<file path="config.mk">
export PLATFORM = sky130hd
export DESIGN_NAME = m68k_bus_responder
export DESIGN_NICKNAME = d
export VERILOG_FILES = /design/src/rtl/m68k_bus_responder.sv
export SDC_FILE = /design/constraint.sdc
export NUM_CORES = 1
export LEC_CHECK = 0
export CORE_MARGIN = 2
export CORE_UTILIZATION = 40
export CTS_CLUSTER_SIZE = 40
export DETAILED_ROUTE_END_ITERATION = 7
export PLACE_DENSITY = 0.75
export SETUP_SLACK_MARGIN = 0.02
export SYNTH_ARGS = -nofsm -noshare
export SYNTH_HDL_FRONTEND = slang
export SYNTH_SLANG_ARGS = --single-unit
</file>
<file path="constraint.sdc">
create_clock -name clk -period 6.1 [get_ports clk]
set_clock_uncertainty 0.05 [all_clocks]
set_input_delay 1.83 -clock clk [delete_from_list [all_inputs] [get_ports clk]]
set_output_delay 1.83 -clock clk [all_outputs]
set_load 0.02 [all_outputs]
</file>
<file path="src/rtl/m68k_bus_responder.sv">
// 68000 bus-cycle responder: turns decoder chip selects into DTACK/BERR with
// per-region wait states, the program-ROM SDRAM handshake and shared-RAM claim.
module m68k_bus_responder #(
  parameter int unsigned RAM_WAIT = 1,
  parameter int unsigned PAL_WAIT = 2,
  parameter int unsigned REG_WAIT = 0,
  parameter int unsigned TIMEOUT  = 64
) (
  input  logic        clk,
  input  logic        reset_n,
  input  logic        cpu_as_n,
  input  logic        prog_rom_cs,
  input  logic        ram_cs,
  input  logic        shared_ram_cs,
  input  logic        pal_cs,
  input  logic        reg_cs,
  input  logic        prog_rom_ready,
  input  logic [15:0] prog_rom_din,
  input  logic        shared_ram_busy,
  output logic        prog_rom_req,
  output logic [15:0] prog_rom_dout,
  output logic        shared_ram_grant,
  output logic        cpu_dtack_n,
  output logic        cpu_berr_n
);

  localparam int unsigned CNT_W = 8;

  typedef enum logic [2:0] {
    S_DRAIN,
    S_IDLE,
    S_WAIT,
    S_ROM_WAIT,
    S_SHARED,
    S_ACK,
    S_BERR
  } state_t;

  state_t           state;
  logic [CNT_W-1:0] wait_cnt;
  logic [CNT_W-1:0] tmo_cnt;
  logic             has_src;
  logic             tmo_hit_c;

  // >= keeps the timeout reachable even if the counter stepped past TIMEOUT-1
  // while a grant was being set up in SHARED.
  assign tmo_hit_c = (tmo_cnt >= CNT_W'(TIMEOUT - 1));

  always_ff @(posedge clk) begin
    if (!reset_n) begin
      state            <= S_DRAIN;
      wait_cnt         <= '0;
      tmo_cnt          <= '0;
      has_src          <= 1'b0;
      prog_rom_req     <= 1'b0;
      prog_rom_dout    <= '0;
      shared_ram_grant <= 1'b0;
      cpu_dtack_n      <= 1'b1;
      cpu_berr_n       <= 1'b1;
    end else begin
      prog_rom_req <= 1'b0;
      case (state)
        // A cycle already running at reset release is left unanswered.
        S_DRAIN: begin
          if (cpu_as_n) state <= S_IDLE;
        end

        S_IDLE: begin
          if (!cpu_as_n) begin
            tmo_cnt <= '0;
            if (prog_rom_cs) begin
              state        <= S_ROM_WAIT;
              prog_rom_req <= 1'b1;
            end else if (ram_cs) begin
              state    <= S_WAIT;
              wait_cnt <= CNT_W'(RAM_WAIT);
              has_src  <= 1'b1;
            end else if (shared_ram_cs) begin
              state <= S_SHARED;
            end else if (pal_cs) begin
              state    <= S_WAIT;
              wait_cnt <= CNT_W'(PAL_WAIT);
              has_src  <= 1'b1;
            end else if (reg_cs) begin
              state    <= S_WAIT;
              wait_cnt <= CNT_W'(REG_WAIT);
              has_src  <= 1'b1;
            end else begin
              state    <= S_WAIT;
              wait_cnt <= '0;
              has_src  <= 1'b0;
            end
          end
        end

        S_WAIT: begin
          if (cpu_as_n) begin
            state            <= S_IDLE;
            shared_ram_grant <= 1'b0;
          end else if (has_src && wait_cnt == '0) begin
            state       <= S_ACK;
            cpu_dtack_n <= 1'b0;
          end else if (tmo_hit_c) begin
            state      <= S_BERR;
            cpu_berr_n <= 1'b0;
          end else begin
            tmo_cnt <= tmo_cnt + CNT_W'(1);
            if (wait_cnt != '0) wait_cnt <= wait_cnt - CNT_W'(1);
          end
        end

        S_ROM_WAIT: begin
          if (cpu_as_n) begin
            state <= S_IDLE;
          end else if (prog_rom_ready) begin
            state         <= S_ACK;
            prog_rom_dout <= prog_rom_din;
            cpu_dtack_n   <= 1'b0;
          end else if (tmo_hit_c) begin
            state      <= S_BERR;
            cpu_berr_n <= 1'b0;
          end else begin
            tmo_cnt <= tmo_cnt + CNT_W'(1);
          end
        end

        S_SHARED: begin
          if (cpu_as_n) begin
            state <= S_IDLE;
          end else if (!shared_ram_busy) begin
            state            <= S_WAIT;
            shared_ram_grant <= 1'b1;
            wait_cnt         <= CNT_W'(RAM_WAIT);
            has_src          <= 1'b1;
            tmo_cnt          <= tmo_cnt + CNT_W'(1);
          end else if (tmo_hit_c) begin
            state      <= S_BERR;
            cpu_berr_n <= 1'b0;
          end else begin
            tmo_cnt <= tmo_cnt + CNT_W'(1);
          end
        end

        S_ACK: begin
          if (cpu_as_n) begin
            state            <= S_IDLE;
            cpu_dtack_n      <= 1'b1;
            shared_ram_grant <= 1'b0;
          end
        end

        S_BERR: begin
          if (cpu_as_n) begin
            state            <= S_IDLE;
            cpu_berr_n       <= 1'b1;
            shared_ram_grant <= 1'b0;
          end
        end

        default: begin
          state       <= S_DRAIN;
          cpu_dtack_n <= 1'b1;
          cpu_berr_n  <= 1'b1;
        end
      endcase
    end
  end

endmodule

</file>
==> impl_results.md, run 1 <==
- Delay-heaviest family, CP: simple AND/OR/NAND/NOR gates
- Commonest non-fill, non-tap cell in the layout: nand2_1
- Tmin final: a little over 4 ns
- Final #Nets: approximately 340
- Main synth FF type: dfxtp_1
- Post-synth EDFFs: 0
- Clk_lat worst skew: 0.29 ns
- CTS tree: yes
- CTS resizes: 0
- Post-synthesis cell count: approximately 270
- Synthesized area per cell: just over 8 um^2
- Hold_sp: prog_rom_dout[9]
- Synth async-reset ratio: 0%
- Clk slew on worst S/H paths: ~0.08 ns
- Reg2Reg Launch Point: state[2]
- Grt ovf: 0
- Slew margin rel.: 50.7%
- DRC violation count after routing: 0
- Hold Buf Count CTS: 0
- Final worst path period share: 66.4%
- Crit path kind: in2reg
- Setup Viol. Count Final: 0
- Clk root buf: clkbuf_8
- Final Hold Vio Count: 0
- Status: finished, final reports clean
- Global-route wire length before repair: 8840 um
- Area growth from synthesis to layout: 27.3%
- CP Launch Type: input pin
- Initial DRC count: approximately 110
- Inst Count DP: 370
- Setup TNS Final: 0 ns
- Most used cells in the layout excluding fill and tap cells: 47 x nand2_1, 45 x clkdlybuf4s50_1, 40 x dfxtp_1, 22 x a21oi_1, 17 x a21boi_0
- Worst min path class: reg2reg
- Ys Warns: 0
- Core Region: around 5200 um^2
- Power density cells: roughly 210 nW/um^2
- Fillers: roughly 500
- Initial Utilization: between 40% and 50%
- Crit path capture type: flip-flop
- Leak: 0.960 nW
- Syn Std Cell Area: roughly 2200 um^2
- Post-DP HPWL: between 3000 and 4000 um
- Antenna Violating Nets Remaining: 0
- Seq cells post-synth: 40
- Post-CTS setup buffer count: 0
- Non-filler cells, final: between 300 and 400
- RSZ-0062 raised after global routing: no
- Drt wl/cell: 13.9 um
- CP max stage cell: or4b_2
- CP most frequent cell: a21oi_1
- CP required: between 6 and 7 ns
- Distinct cells, synth: between 60 and 70
- Cells along the critical path: clkdlybuf4s50_1, or2_2, a21oi_1, a31oi_4, or4b_2, a21oi_1
- Initial antenna violation count: 0
- Slowest stage delay, CP: 0.67 ns
- Clock tree buffer depth: 2
- Die X: a little under 80 um
- H-tree Lvls: 2
- Max Freq: between 200 and 250 MHz
- Critical Path Source: cpu_as_n
- Buffers on Ports: 45
- Die H: about 80 um
- Post-Syn Nets: 297
- Tightest Pin Transition: approximately 0.74 ns
- Sink Count: 40
- Layout cell share with drive strength beyond 1: about 8.4%
- Largest net degree at the start of global routing: 35
- Inserted Clock Buffers: 5
- # IOs: 46
- Drt total wl: about 5300 um
- CP bufs+invs: 1
- CP max FO: 16
- Sequential element share of the synthesized area: between 30% and 40%
- Drt pass-1 iters: 4
- GRT Util Overall: 18.0%
- DR vias: roughly 2100
- Worst VDD drop: 91.5 uV
- Slew Limit Fails: 0
- Die ar.: a little over 6000 um^2
- Max-cap viol count: 0
- Row count: 26
- Vias in the first global route: around 1900
- CP arrival: 4.23 ns
- Via density: between 5 and 6
- Ant diodes: 0
- GP Congestion: about 0.83
[kinds of logic (layout without fill, tap and decap cells)]
group | count (synthesis) | after routing | share of synthesized area (%)
DFF | 40 | 40 | 36.6
muxes | 1 | 1 | 0.457
and+or+nand+nor | 109 | 109 | 26.9
buffers and inverters | 23 | 63 | 4.40
AOI/OAI and AO/OA | 91 | 91 | 29.6
xor gates and xnor gates | 1 | 1 | 0.400
adders and majority gates | 3 | 3 | 1.71
[final timing paths]
check,endpoint,slack [ns],cells past startpoint
setup reg to reg,tmo_cnt[3],3.32,5
hold reg to reg,prog_rom_dout[9],0.41,2
hold / removal,prog_rom_dout[9],0.41,2
setup / recovery,wait_cnt[4],2.05,6
[power by group]
group / total [W] / internal [W] / switching (W)
sequential: 0.000277 / 0.000266 / 0.0000103
combinational: 0.0000842 / 0.0000431 / 0.0000412
clock: 0.000215 / 0.000121 / 0.0000936
total: 0.000576 / 0.000431 / 0.000145
[tightest hold or removal path, stage by stage, from the launching register on]
cell and delay (ns):
dfxtp_1 0.31, nand2_1 0.04, a21boi_0 0.06
[cell usage after synthesis (2+ instances only)]
| cell | n | share of area [%] |
|---|---|---|
| or2_2 | 2 | 0.57 |
| a21boi_0 | 17 | 5.8 |
| nor3_1 | 6 | 1.4 |
| or3b_2 | 2 | 0.80 |
| a221oi_1 | 2 | 0.80 |
| buf_2 | 2 | 0.46 |
| ha_1 | 3 | 1.7 |
| o21a_1 | 3 | 1.0 |
| o311ai_0 | 2 | 0.80 |
| or4_1 | 3 | 1.0 |
| a311oi_1 | 4 | 1.6 |
| inv_1 | 8 | 1.4 |
| buf_1 | 2 | 0.34 |
| dfxtp_1 | 40 | 37 |
| nand4_1 | 2 | 0.57 |
| o31ai_1 | 6 | 2.1 |
| nor2_1 | 7 | 1.2 |
| nor2b_1 | 3 | 0.86 |
| or3_1 | 2 | 0.57 |
| or4_2 | 4 | 1.6 |
| or3_2 | 2 | 0.69 |
| and2_1 | 3 | 0.86 |
| o21ai_0 | 9 | 2.1 |
| a31oi_1 | 2 | 0.57 |
| o21ai_1 | 2 | 0.46 |
| nand2_1 | 47 | 8.1 |
| o221ai_1 | 2 | 0.80 |
| nand2b_1 | 7 | 2.0 |
| nor3b_1 | 2 | 0.69 |
| a21o_1 | 2 | 0.69 |
| clkbuf_1 | 10 | 1.7 |
| o211ai_1 | 3 | 1.0 |
| a21oi_1 | 22 | 5.0 |
| and3_1 | 5 | 1.4 |
| nand3_1 | 4 | 0.91 |
[routing by layer]
layer	track usage, %	routed length [um]	vias to the layer above
met3	3.95	314	7
li1	-	-	1071
met5	0	0	-
met4	5.26	57	0
met2	29.5	2450	59
met1	23.7	2450	985
[area by class of cell]
| type | count | area (um^2) | share of cell area, % |
|---|---|---|---|
| Sequential cell | 40 | 801 | 28.7 |
| Multi-Input combinational cell | 205 | 1290 | 46.4 |
| Clock buffer | 5 | 68.8 | 2.47 |
| Inverter | 8 | 30.0 | 1.08 |
| Clock inverter | 3 | 42.5 | 1.53 |
| Timing Repair Buffer | 47 | 465 | 16.7 |
| Tap cell | 70 | 87.6 | 3.14 |
[state kept, by name, summed over array words and instances (netlist names)]
signal            count
prog_rom_req          1
prog_rom_dout        16
has_src               1
cpu_berr_n            1
cpu_dtack_n           1
tmo_cnt               8
wait_cnt              8
state                 3
shared_ram_grant      1
[per-stage QoR]
| step | total power [W] | setup WS (ns) | util [%] | cell area, um^2 | hold WS (ns) |
|---|---|---|---|---|---|
| floorplan | 0.000336 | 2.64 | - | 2190 | 0.396 |
| global route | 0.000607 | 1.93 | 53.6 | 2790 | 0.441 |
| detailed placement | 0.000366 | 1.76 | 51.4 | 2680 | 0.408 |
| CTS | 0.000582 | 2.07 | 53.6 | 2790 | 0.420 |
| global placement | 0.000365 | 1.83 | 51.4 | 2680 | 0.396 |
| finish | 0.000576 | 2.05 | 53.6 | 2790 | 0.413 |
No activity file was read; power rests on OpenSTA's default activity.
==> run 2, diff against run 1 <==
==> constraint.sdc (replaced) <==
create_clock -name clk -period 3.9 [get_ports clk]
set_clock_uncertainty 0.05 [all_clocks]
set_input_delay 1.17 -clock clk [delete_from_list [all_inputs] [get_ports clk]]
set_output_delay 1.17 -clock clk [all_outputs]
set_load 0.02 [all_outputs]
==> run 2 against run 1 <==
Final cell count increased by 0.53%. Global-route usage increased by 0.72 points. Total power increased by 60%. Sequential share of layout area decreased by 0.19 points. Sequential cell count unchanged. Clock-buffer cell count unchanged. Worst setup slack got worse by 1.4 ns. Routed wire length increased by 6.1%. Die area unchanged. Core utilization increased by 0.36 points. Register-to-register slack got worse by 2.2 ns. Sequential power increased by 57%.
==> impl_results.md, run 2 (synthesis gave the netlist of run 1 again) <==
- Row count: 26 (unchanged)
- H-tree Lvls: 2 (unchanged)
- Setup TNS Final: 0 ns (unchanged)
- Initial Utilization: 42.1% (unchanged)
- Hold Buf Count CTS: 0 (unchanged)
- Post-CTS setup buffer count: 0 (unchanged)
- Reg2Reg Launch Point: state[0]
- Max Freq: 308 MHz
- Final Hold Vio Count: 0 (unchanged)
- Max FFs per register: 16 (unchanged)
- GP Congestion: 0.893 (+7.6%)
- Tmin final: between 3 and 4 ns
- Sink Count: 40 (unchanged)
- Area growth from synthesis to layout: 28.2%
- Fillers: 510 (+2.6%)
- CP arrival: 3.44 ns (-0.79 ns)
- Setup Viol. Count Final: 0 (unchanged)
- Die H: 78.0 um (unchanged)
- Layout cell share with drive strength beyond 1: 9.03% (+0.59 points)
- Leak: 0.971 nW (+1.1%)
- Most flop-heavy register: prog_rom_dout
- Global-route wire length before repair: 9200 um (+4.1%)
- Final worst path period share: a little over four fifths
- # IOs: 46 (unchanged)
- Commonest non-fill, non-tap cell in the layout: nand2_1
- Inserted Clock Buffers: 5 (unchanged)
- Power density cells: 328 nW/um^2 (+59%)
- Buffers on Ports: 45 (unchanged)
- Cells along the critical path: clkdlybuf4s50_1, or2_2, a21oi_1, a31oi_4, or4b_2, a21oi_1
- Tightest Pin Transition: 0.801 ns (+0.0633 ns)
- Status: finished, final reports clean
- Slowest stage delay, CP: 0.67 ns (about the same)
- DR vias: 2163 (+1.9%)
- Final #Nets: 338 (+0.60%)
- CP max stage cell: or4b_2
- Clk slew on worst S/H paths: 0.08 ns (about the same)
- Initial DRC count: 117 (+10%)
- Drt wl/cell: 14.7 um (+5.5%)
- Antenna Violating Nets Remaining: 0 (unchanged)
- Grt ovf: 0 (unchanged)
- CTS tree: yes
- Slew Limit Fails: 0 (unchanged)
- Worst VDD drop: 168 uV (+84%)
- CP required: 4.09 ns (-2.19 ns)
- CP max FO: 16 (unchanged)
- Clk_lat worst skew: 0.30 ns (about the same)
- Hold_sp: prog_rom_dout[3]
- Max-cap viol count: 0 (unchanged)
- Drt pass-1 iters: 4 (unchanged)
- GRT Util Overall: 18.7% (+0.72 points)
- Die X: 78.0 um (unchanged)
- Crit path capture type: flip-flop
- Non-filler cells, final: 380 (+0.53%)
- CP Launch Type: input pin
- Top flop regs: prog_rom_dout (16), tmo_cnt (8), wait_cnt (8)
- CTS resizes: 0 (unchanged)
- Slew margin rel.: 46.5% (-4.2 points)
- Inst Count DP: 372 (+0.54%)
- CP most frequent cell: a21oi_1
- Critical Path Source: cpu_as_n
- Clk root buf: clkbuf_8
- Clock tree buffer depth: 2 (unchanged)
- RSZ-0062 raised after global routing: no
- Delay-heaviest family, CP: simple AND/OR/NAND/NOR gates
- Most used cells in the layout excluding fill and tap cells: 47 x nand2_1, 45 x clkdlybuf4s50_1, 40 x dfxtp_1, 22 x a21oi_1, 17 x a21boi_0
- Die ar.: 6080 um^2 (unchanged)
- Vias in the first global route: 1957 (+4.8%)
- Post-DP HPWL: 3910 um (+4.6%)
- DRC violation count after routing: 0 (unchanged)
- Ant diodes: 0 (unchanged)
- Core Region: 5200 um^2 (unchanged)
- Via density: 5.69 (+1.4%)
- Worst min path class: reg2reg
- CP bufs+invs: 1 (unchanged)
- Drt total wl: 5590 um (+6.1%)
- Crit path kind: in2reg
- Initial antenna violation count: 0 (unchanged)
- Largest net degree at the start of global routing: 35 (unchanged)
[run 2: cell types whose count changed in the layout (fill, tap and decap cells not counted), sizes merged]
cell    change
buf         +2
inv         +1
clkinv      -1
[run 2: worst paths after layout]
path	endpoint	slack, ns	depth (start not counted)
max reg2reg	wait_cnt[4]	1.14	5
min reg2reg	prog_rom_dout[3]	0.41	2
min	prog_rom_dout[3]	0.41	2
max	wait_cnt[4]	0.65	6
[run 2: area by class of cell]
cell class                      count  area (um^2)  area share [%]
Sequential cell                    40          801            28.5
Multi-Input combinational cell    205         1290            46.1
Tap cell                           70         87.6            3.12
Clock inverter                      3         46.3            1.65
Clock buffer                        5         68.8            2.45
Timing Repair Buffer               49          480            17.1
Inverter                            8         30.0            1.07
[run 2: where the power goes]
group / leakage (nW) / internal, W / switching [W] / total (W)
sequential: 0.323 / 0.000417 / 0.0000170 / 0.000434
combinational: 0.593 / 0.0000686 / 0.0000654 / 0.000134
clock: 0.0548 / 0.000193 / 0.000160 / 0.000352
[run 2: per-layer routing]
metal | vias up | GRT usage [%] | part of all wire [%] | routed length [um]
met5 | - | 0 | 0 | 0
li1 | 1079 | - | - | -
met1 | 1015 | 25.0 | 47 | 2630
met2 | 60 | 29.7 | 47 | 2630
met4 | 0 | 7.54 | 1.6 | 91
met3 | 9 | 3.60 | 4.2 | 236
[run 2: per-stage QoR]
stage | util (%) | instance area, um^2 | setup WS, ns | total power [W] | hold slack (ns)
6_report | 53.9 | 2810 | 0.649 | 0.000920 | 0.413
5_1_grt | 53.9 | 2810 | 0.480 | 0.000956 | 0.430
4_1_cts | 53.9 | 2810 | 0.666 | 0.000925 | 0.417
3_5_place_dp | 51.7 | 2690 | 0.341 | 0.000575 | 0.406
3_3_place_gp | 51.7 | 2690 | 0.395 | 0.000574 | 0.400
2_1_floorplan | - | 2190 | 1.10 | 0.000525 | 0.396
[run 2: worst register-to-register path: stages, from the launching register on]
cell and delay (ns):
dfxtp_1 0.85, or3b_1 0.42, a21oi_1 0.40, a31oi_4 0.15, or4b_2 0.67, a21oi_1 0.15
==> run 3, diff against run 2 <==
--- a/config.mk
+++ b/config.mk
@@ -9,7 +9,7 @@
 export CORE_UTILIZATION = 40
 export CTS_CLUSTER_SIZE = 40
 export DETAILED_ROUTE_END_ITERATION = 7
-export PLACE_DENSITY = 0.75
+export PLACE_DENSITY = 0.78
 export SETUP_SLACK_MARGIN = 0.02
 export SYNTH_ARGS = -nofsm -noshare
 export SYNTH_HDL_FRONTEND = slang
==> constraint.sdc (replaced) <==
create_clock -name clk -period 2.8 [get_ports clk]
set_clock_uncertainty 0.05 [all_clocks]
set_input_delay 0.84 -clock clk [delete_from_list [all_inputs] [get_ports clk]]
set_output_delay 0.84 -clock clk [all_outputs]
set_load 0.02 [all_outputs]
==> run 3 against run 2 <==
Final cell count grew 5.3%. Critical path depth grew 1. Cell area grew 5.5%.
==> impl_results.md, run 3 (synthesis gave the netlist of run 1 again) <==
- CP Launch Type: input pin
- Clk root buf: clkbuf_8
- Gate power share: 16.8% (+2.2 points)
- Max Freq: approximately 380 MHz
- Die ar.: 6080 um^2 (unchanged)
- Leak: 1.07 nW (+10%)
- Slew Limit Fails: 0 (unchanged)
- CP arrival: 2.80 ns (-0.64 ns)
- FF+latch area: 801 um^2 (unchanged)
- Via density: 5.55 (-2.5%)
- Switch Pwr: 0.000333 W (+38%)
- GRT Util Overall: 20.1% (+1.4 points)
- R2R Setup Slk: 0.40 ns (-0.74 ns)
- Row count: 26 (unchanged)
- Power density cells: 437 nW/um^2 (+33%)
- Final #Nets: 358 (+5.9%)
- Slew margin rel.: 53.9% (+7.4 points)
- Buffers on Ports: 45 (unchanged)
- CP required: 2.98 ns (-1.11 ns)
- Initial antenna violation count: 0 (unchanged)
- Dpl cell area: 2850 um^2 (+5.8%)
- Drt total wl: 5730 um (+2.5%)
- Final Hold Vio Count: 0 (unchanged)
- Fin util: 56.9% (+3.0 points)
- Internal: 0.000962 W (+42%)
- DR vias: 2221 (+2.7%)
- Clk_lat worst skew: 0.29 ns (about the same)
- Area growth from synthesis to layout: 35.2%
- Crit path capture type: flip-flop
- Post-CTS setup buffer count: 0 (unchanged)
- Layout cell share with drive strength beyond 1: 14.8% (+5.8 points)
- RSZ-0062 raised after global routing: no
- Inserted Clock Buffers: 5 (unchanged)
- Max FFs per register: 16 (unchanged)
- Worst min path class: reg2reg
- Vias in the first global route: 2195 (+12%)
- Drt pass-1 iters: 4 (unchanged)
- Critical Path Source: cpu_as_n
- Hold Crit Depth: 2 (unchanged)
- CP max stage cell: or4b_2
- Initial Utilization: 42.1% (unchanged)
- DRC violation count after routing: 0 (unchanged)
- Max-cap viol count: 0 (unchanged)
- GP Congestion: 0.938 (+5.0%)
- Hold_sp: prog_rom_dout[10]
- Hold Buf Count CTS: 0 (unchanged)
- Ant diodes: 0 (unchanged)
- CP max FO: 10 (-6)
- Post-DP HPWL: 4220 um (+7.8%)
- Final Cell Area: 2960 um^2 (+5.5%)
- CTS resizes: 0 (unchanged)
- Core Region: 5200 um^2 (unchanged)
- Initial DRC count: 211 (+80%)
- Setup Viol. Count Final: 0 (unchanged)
- FF-to-FF End: wait_cnt[3]
- # IOs: 46 (unchanged)
- Die X: 78.0 um (unchanged)
- Drt wl/cell: 14.3 um (-2.6%)
- Most flop-heavy register: prog_rom_dout
- Top flop regs: prog_rom_dout (16), tmo_cnt (8), wait_cnt (8)
- Clock tree buffer depth: 2 (unchanged)
- Tmin final: ~2.6 ns
- Multi-input logic area: 1300 um^2 (+0.39%)
- Final worst path period share: approximately 94%
- Flop pwr share: 46.1% (-1.1 points)
- Clk slew on worst S/H paths: 0.08 ns (about the same)
- Crit path kind: in2reg
- H-tree Lvls: 2 (unchanged)
- CTS tree: yes
- Status: finished, final reports clean
- Slowest stage delay, CP: 0.66 ns (about the same)
- Fillers: 471 (-7.6%)
- Sink Count: 40 (unchanged)
- Setup WS pre-CTS: -0.119 ns (-0.460 ns)
- Antenna Violating Nets Remaining: 0 (unchanged)
- Switching share of power: 25.7% (-0.60 points)
- Largest net degree at the start of global routing: 20 (-43%)
- Cells along the critical path: clkdlybuf4s50_1, nand2b_1, nor3_1, buf_4, a31oi_4, or4b_2, a21oi_1
- Hold Path End: prog_rom_dout[10]
- Global-route wire length before repair: 10100 um (+9.3%)
- Most used cells in the layout excluding fill and tap cells: 47 x nand2_1, 45 x clkdlybuf4s50_1, 40 x dfxtp_1, 24 x buf_4, 22 x a21oi_1
- Die H: 78.0 um (unchanged)
- Register-to-Register Path Depth: 6 (+1)
- Reg2Reg Launch Point: wait_cnt[2]
- Hold Slack: 0.408 ns (-0.00578 ns)
- Setup WS post-layout: 0.178 ns (-0.471 ns)
- Commonest non-fill, non-tap cell in the layout: nand2_1
- Grt ovf: 0 (unchanged)
- Power share of the clock group: 37.1% (-1.2 points)
- Worst VDD drop: 211 uV (+25%)
- Tightest Pin Transition: 0.685 ns (-0.116 ns)
## run 3: changes by cell type in the layout (fill, tap and decap cells not counted), sizes merged
cell  change
buf      +20
## run 3: critical path: cells and delay by family
family	cells	cell delay, ns
AO/OA/AOI/OAI	2	0.29
buffers and inverters	2	0.63
AND/OR/NAND/NOR	3	1.04
## run 3: per-stage QoR
stage | TNS [ns] | total power, W | cells
after floorplan | 0 | 0.000732 | 268
after global placement | -0.355 | 0.000821 | 392
after detailed placement | -0.500 | 0.000825 | 392
after CTS | 0 | 0.00131 | 400
after global routing | 0 | 0.00136 | 400
final | 0 | 0.00130 | 400
## run 3: power groups by stage
stage / Sequential, W / Combinational, W / Clock [W]
5_1_grt: 0.000600 / 0.000238 / 0.000521
6_report: 0.000597 / 0.000218 / 0.000480
4_1_cts: 0.000597 / 0.000216 / 0.000499
3_5_place_dp: 0.000610 / 0.000214 / 0
2_1_floorplan: 0.000604 / 0.000128 / 0
3_3_place_gp: 0.000610 / 0.000211 / 0
## run 3: worst max path at each step
stage	depth (start not counted)	slack [ns]	end
2_1_floorplan	5	0.33	wait_cnt[4]
3_3_place_gp	7	-0.1	wait_cnt[4]
3_5_place_dp	7	-0.12	wait_cnt[4]
4_1_cts	7	0.19	wait_cnt[4]
5_1_grt	7	0.12	wait_cnt[4]
6_report	7	0.18	wait_cnt[4]
## run 3: final cells by class
cell class              count  area share, %
multi-input cells         205           43.8
flip-flops and latches     40           27.0
repair buffers             69           21.3
well taps                  70           2.96
clock buffers               5           2.32
clock inverters             3           1.56
inverters                   8           1.01
## run 3: routing by layer
layer / wire, um / GRT usage [%]
met5: 0 / 0
met4: 116 / 8.95
met3: 297 / 3.60
met2: 2660 / 32.2
met1: 2650 / 26.3
